<file path="src/rtl/cic_interp_mc.sv">
// Multichannel CIC interpolator: STAGES combs at the input rate, zero-stuffing, STAGES integrators at clock rate.
// Optional macro CIC_INTERP_ROUND_EN selects round-half-up on the output shift; otherwise the shift truncates.
module cic_interp_mc #(
  parameter int IN_WIDTH      = 16,
  parameter int OUT_WIDTH     = 16,
  parameter int STAGES        = 4,
  parameter int CHANNELS      = 2,
  parameter int MAX_RATE_LOG2 = 7
) (
  input  logic                          clock,
  input  logic                          reset,
  input  logic                          enable,
  input  logic [7:0]                    rate,
  input  logic [5:0]                    shift,
  input  logic [CHANNELS*IN_WIDTH-1:0]  signal_in,
  output logic                          strobe_in,
  output logic [CHANNELS*OUT_WIDTH-1:0] signal_out,
  output logic                          strobe_out
);

  localparam int ACC_WIDTH = IN_WIDTH + STAGES * MAX_RATE_LOG2;
  localparam int EXT_WIDTH = ACC_WIDTH + 1;
  localparam int QUAL_MAX  = STAGES + 2;
  localparam int QUAL_W    = $clog2(QUAL_MAX + 1);

  localparam logic signed [EXT_WIDTH-1:0] SAT_HI = EXT_WIDTH'({(OUT_WIDTH-1){1'b1}});
  localparam logic signed [EXT_WIDTH-1:0] SAT_LO = ~SAT_HI;

  if (STAGES < 1 || STAGES > 6) begin : g_bad_stages
    $error("cic_interp_mc: STAGES must be in 1..6");
  end
  if (CHANNELS < 1 || CHANNELS > 4) begin : g_bad_channels
    $error("cic_interp_mc: CHANNELS must be in 1..4");
  end
  if (OUT_WIDTH > ACC_WIDTH) begin : g_bad_out_width
    $error("cic_interp_mc: OUT_WIDTH must not exceed the accumulator width");
  end

  logic [7:0]           cnt_q, cnt_d;
  logic [QUAL_W-1:0]    qual_q, qual_d;
  logic                 stb_dly_q, stb_dly_d;
  logic [ACC_WIDTH-1:0] dly_q   [CHANNELS][STAGES];
  logic [ACC_WIDTH-1:0] dly_d   [CHANNELS][STAGES];
  logic [ACC_WIDTH-1:0] comb_q  [CHANNELS];
  logic [ACC_WIDTH-1:0] comb_d  [CHANNELS];
  logic [ACC_WIDTH-1:0] integ_q [CHANNELS][STAGES];
  logic [ACC_WIDTH-1:0] integ_d [CHANNELS][STAGES];
  logic [OUT_WIDTH-1:0] out_q   [CHANNELS];
  logic [OUT_WIDTH-1:0] out_d   [CHANNELS];

  // Reset is folded in so that no strobe is raised while reset is held.
  assign strobe_in  = enable & ~reset & (cnt_q == '0);
  assign strobe_out = enable & ~reset & (qual_q == QUAL_W'(QUAL_MAX));

  always_comb begin : ctrl_next
    cnt_d     = cnt_q;
    qual_d    = qual_q;
    stb_dly_d = strobe_in;
    if (!enable) begin
      cnt_d     = '0;
      qual_d    = '0;
      stb_dly_d = 1'b0;
    end else begin
      if (cnt_q == '0) begin
        cnt_d = (rate > 8'd1) ? rate - 8'd1 : '0;
      end else begin
        cnt_d = cnt_q - 8'd1;
      end
      if (qual_q != QUAL_W'(QUAL_MAX)) begin
        qual_d = qual_q + QUAL_W'(1);
      end
    end
  end

  always_comb begin : datapath_next
    logic [ACC_WIDTH-1:0]        acc;
    logic signed [EXT_WIDTH-1:0] v;
`ifdef CIC_INTERP_ROUND_EN
    logic signed [EXT_WIDTH-1:0] rnd;
`endif
    for (int unsigned ch = 0; ch < CHANNELS; ch++) begin
      acc = {{(ACC_WIDTH-IN_WIDTH){signal_in[ch*IN_WIDTH + IN_WIDTH - 1]}},
             signal_in[ch*IN_WIDTH +: IN_WIDTH]};
      // Each delay holds its own stage input, so acc walks down the chain in place.
      for (int unsigned s = 0; s < STAGES; s++) begin
        dly_d[ch][s] = strobe_in ? acc : dly_q[ch][s];
        acc          = acc - dly_q[ch][s];
      end
      comb_d[ch] = strobe_in ? acc : comb_q[ch];

      integ_d[ch][0] = integ_q[ch][0] + (stb_dly_q ? comb_q[ch] : '0);
      for (int unsigned s = 1; s < STAGES; s++) begin
        integ_d[ch][s] = integ_q[ch][s] + integ_q[ch][s-1];
      end

      v = {integ_q[ch][STAGES-1][ACC_WIDTH-1], integ_q[ch][STAGES-1]};
`ifdef CIC_INTERP_ROUND_EN
      rnd = '0;
      if (shift != 6'd0) begin
        rnd = EXT_WIDTH'(1) << (shift - 6'd1);
      end
      v = v + rnd;
`endif
      v = v >>> shift;
      if (v > SAT_HI) begin
        out_d[ch] = {1'b0, {(OUT_WIDTH-1){1'b1}}};
      end else if (v < SAT_LO) begin
        out_d[ch] = {1'b1, {(OUT_WIDTH-1){1'b0}}};
      end else begin
        out_d[ch] = v[OUT_WIDTH-1:0];
      end

      if (!enable) begin
        for (int unsigned s = 0; s < STAGES; s++) begin
          dly_d[ch][s]   = '0;
          integ_d[ch][s] = '0;
        end
        comb_d[ch] = '0;
        out_d[ch]  = '0;
      end
    end
  end

  always_comb begin : pack_out
    signal_out = '0;
    for (int unsigned ch = 0; ch < CHANNELS; ch++) begin
      signal_out[ch*OUT_WIDTH +: OUT_WIDTH] = out_q[ch];
    end
  end

  always_ff @(posedge clock) begin
    if (reset) begin
      cnt_q     <= '0;
      qual_q    <= '0;
      stb_dly_q <= 1'b0;
      dly_q     <= '{default: '0};
      comb_q    <= '{default: '0};
      integ_q   <= '{default: '0};
      out_q     <= '{default: '0};
    end else begin
      cnt_q     <= cnt_d;
      qual_q    <= qual_d;
      stb_dly_q <= stb_dly_d;
      dly_q     <= dly_d;
      comb_q    <= comb_d;
      integ_q   <= integ_d;
      out_q     <= out_d;
    end
  end

endmodule
</file>
<file path="config.mk">
export PLATFORM = sky130hd
export DESIGN_NAME = cic_interp_mc
export DESIGN_NICKNAME = d
export VERILOG_FILES = /design/src/rtl/cic_interp_mc.sv
export SDC_FILE = /design/constraint.sdc
export NUM_CORES = 2
export LEC_CHECK = 0
export ABC_AREA = 1
export BUFFER_PORTS_ARGS = -buffer_cell sky130_fd_sc_hd__clkbuf_2
export CAP_MARGIN = 20
export CORE_MARGIN = 4
export CORE_UTILIZATION = 30
export DETAILED_ROUTE_END_ITERATION = 8
export GPL_TIMING_DRIVEN = 0
export HOLD_SLACK_MARGIN = 0.12
export PLACE_DENSITY = 0.44
export SLEW_MARGIN = 20
export SYNTH_ARGS = -nofsm -noshare
export SYNTH_HDL_FRONTEND = slang
export SYNTH_SLANG_ARGS = --single-unit
</file>
<file path="constraint.sdc">
create_clock -name clock -period 6.8 [get_ports clock]
set_clock_uncertainty 0.1 [all_clocks]
set_input_delay 0.68 -clock clock [delete_from_list [all_inputs] [get_ports clock]]
set_output_delay 0.68 -clock clock [all_outputs]
set_load 0.01 [all_outputs]
</file>
==> metrics.csv <==
stage,metric,value,unit
clock_tree,CTS buffer count,100,
floorplan,Initial Util,0.301,
layout,Finished Cell Area,0.0739,mm^2
worst_setup_path,CP Max Fanout,5,
placement,post-detail-place hpwl,202000,um
yosys,commonest cells in the netlist,"nand2_1 (1980), inv_1 (1271), a21oi_1 (1097)",
worst_hold_path,Hold Path Depth,4,
layout,nets,10700,
global_route,All-Layer GR Usage,0.222,
floorplan,Core Box Area,0.202,mm^2
global_route,initial antenna violation count,2,
yosys,Syn Std Cell Area,0.0608,mm^2
timing,pin slew with the least headroom to its limit,1.12,ns
clock_tree,CTS tree,done,
yosys,"EDFF count, synth",0,
worst_setup_path,CP endpoint kind,flop,
global_route,vias in the first global route,63800,
clock_tree,clk slew on worst S/H paths,0.06,ns
yosys,dominant cells by area after synthesis,"dfxtp_1 (24%), nand2_1 (12%), ha_1 (12%)",
global_route,largest net degree at the start of global routing,14,
clock_tree,# clock sinks,726,
run,# Max-Cap Violations,0,
routing,routed via count,65200,
yosys,Synth Register Bits,726,
timing,RSZ-0062 raised after global routing,yes,
layout,Layout area overhead,21.4,%
floorplan,Die Height,458,um
timing,max-slew violations,0,
worst_hold_path,hold crit path type,input pin to flop,
timing,crit share post-route,1.01,
worst_hold_path,Min-Delay Endpoint,cnt_q[5],
worst_setup_path,CP max stage delay,0.57,ns
outcome,status,"finished, violations left",
clock_tree,Bufs on Longest Clock Path,3,
yosys,share of flip-flops with an asynchronous set or reset,0,
yosys,Yosys cell types,61,
floorplan,Die X,458,um
placement,DP Worst Slack,-2.72,ns
routing,DR DRC count,0,
clock_tree,htree depth,3,
worst_hold_path,hold path start,rate[5],
worst_setup_path,"Req. time, crit path",7.31,ns
yosys,cell taking the most area after synthesis,dfxtp_1,
timing,relative slew slack,0.245,
placement,Port Buf Inserts,79,
global_route,overflow left after global routing,0,
floorplan,DIE AREA,0.210,mm^2
routing,Post-DRT Antenna Nets,0,
yosys,top cell type's share of synthesized area,0.239,
yosys,Yosys warning count,0,
worst_setup_path,CP max-delay cell,fa_2,
yosys,top-count cell post-synth,nand2_1,
worst_setup_path,CP arrival,7.35,ns
timing,post-route setup slack,-0.0400,ns
timing,Final setup viols,3,
worst_setup_path,cell repeated most along the worst path,nand2_1,
worst_setup_path,Reg2Reg Capture Point,comb_q[83],
worst_setup_path,FF-to-FF setup slack,-0.04,ns
worst_setup_path,worst r2r path cells,49,
yosys,Post-Syn Nets,10300,
timing,fmax,146,MHz
worst_setup_path,WS Path Type,flop to flop,
yosys,post-synthesis area per instance,6.31,um^2
floorplan,standard-cell rows,165,
worst_setup_path,cell family with most CP delay,compound AO/OA/AOI/OAI gates,
routing,DR pass1 iterations,6,
clock_tree,Skew-Pair Late Insertion Delay,0.75,ns
timing,Tmin final,6.84,ns
worst_setup_path,Reg-to-Reg Start,dly_q[310],
placement,routability cong.,0.978,
yosys,Synth Flop Type,dfxtp_1,
worst_setup_path,Buf/Inv on CP,6,
worst_setup_path,crit path launch type,flop,
clock_tree,Root Buffer Master,clkbuf_16,
floorplan,io pins,83,
layout,layout cells sized above 1,0.120,
routing,drt wl/cell,19.1,um
yosys,sequential element share of the synthesized area,0.239,
timing,final hold vios,0,
yosys,Post-Synthesis Cells,9648,
global_route,global-route wire length before repair,368000,um
routing,DRT iter0 DRCs,3807,
routing,Vias/cell,5.09,
routing,drt total wl,244000,um
placement,Placed Area,0.0646,mm^2
outcome,failing checks,negative setup slack,
-- per-stage QoR --
step | util | hold WS [ns] | setup TNS [ns] | cells
CTS | 0.353 | 0.129 | -0.295 | 12700
finish | 0.366 | 0.190 | -0.0989 | 12800
global placement | 0.320 | 0.338 | -95.23 | 12400
floorplan | - | 0.326 | 0 | 9648
detailed placement | 0.320 | 0.340 | -95.10 | 12400
global route | 0.366 | 0.182 | -6.48 | 12800
-- how the worst max path moves through the flow --
stage	start	end	slack, ns	cells after the start
final	dly_q[310]	comb_q[83]	-0.04	49
after global routing	dly_q[310]	comb_q[82]	-0.39	47
after CTS	dly_q[310]	comb_q[82]	-0.09	47
after detailed placement	signal_in[16]	comb_q[42]	-2.72	43
after global placement	signal_in[16]	comb_q[42]	-2.73	43
after floorplan	signal_in[2]	comb_q[86]	0.002	48
-- flip-flops by register name, indices dropped and copies added (netlist names) --
name        cells
qual_q          3
signal_out     32
stb_dly_q       1
integ_q       352
dly_q         242
comb_q         88
cnt_q           8
-- per-layer routing --
layer	part of all wire	global-route usage	wire (um)	up-vias
met5	0	0	0	-
met4	0.047	0.0907	11500	0
met3	0.030	0.0222	7390	461
met2	0.49	0.404	120000	1319
met1	0.43	0.268	106000	30000
li1	-	-	-	33400
-- cell type report --
type                    instances  area, um^2
diodes                          1        2.50
plain buffers                 233        1130
clock buffers                 141        2950
clock inverters                42         487
fillers                     22100      128000
inverters                    1276        4800
multi-input cells            7413       44400
flip-flops and latches        726       14500
well taps                    2672        3340
repair buffers                297        2240
-- what timing repair did --
item | 4_1_cts | 5_1_grt
pin swaps | 169 | 239
gates resized for setup | 480 | 471
cloned | 1 | 0
setup endpoints to repair | 51 | 50
hold buffers | 30 | 0
endpoints found under the hold margin | 30 | 0
setup buffers | 113 | 88
-- kinds of logic (layout without fill, tap and decap cells) --
group / Yosys count / in the layout / synth area share
other cells: 0 / 1 / 0
compound gates: 2721 / 2721 / 0.246
simple gates: 3884 / 3884 / 0.263
fa+ha+maj: 606 / 606 / 0.127
xor+xnor: 196 / 196 / 0.0282
mux: 6 / 6 / 0.000987
flops: 726 / 726 / 0.239
buf+inv: 1509 / 1989 / 0.0964
-- worst reg2reg max path: cells and delay by family (launching register included) --
kind	cells	cell delay, ns
compound gates	17	2.35
simple gates	20	1.73
flops	1	0.32
buf+inv	6	0.44
fa+ha+maj	5	1.58
xor+xnor	1	0.20
-- cells in the final DEF, fill, tap and decap left out, types with 34 or more instances in the layout --
cell type and count:
clkbuf_1 142, nand2_1 1892, clkbuf_16 103, o21ai_0 973
a21oi_2 86, buf_2 54, ha_1 494, xnor2_1 36
inv_2 48, a21o_1 34, a21oi_1 995, ha_4 62
nand4_1 58, o21ai_2 37, nand3_1 645, buf_6 34
o21a_1 109, inv_1 1222, buf_4 169, nor2_1 906
a31oi_1 121, nand2_2 69, nor2_2 42, o21ai_1 57
dfxtp_1 720, xor2_1 101, o21bai_1 52, o211ai_1 37
clkbuf_2 90, nor3_1 58
Power is left out: the tool's default activity adds up to more than one toggle a clock period on the data nets, which glitch-free logic cannot reach.
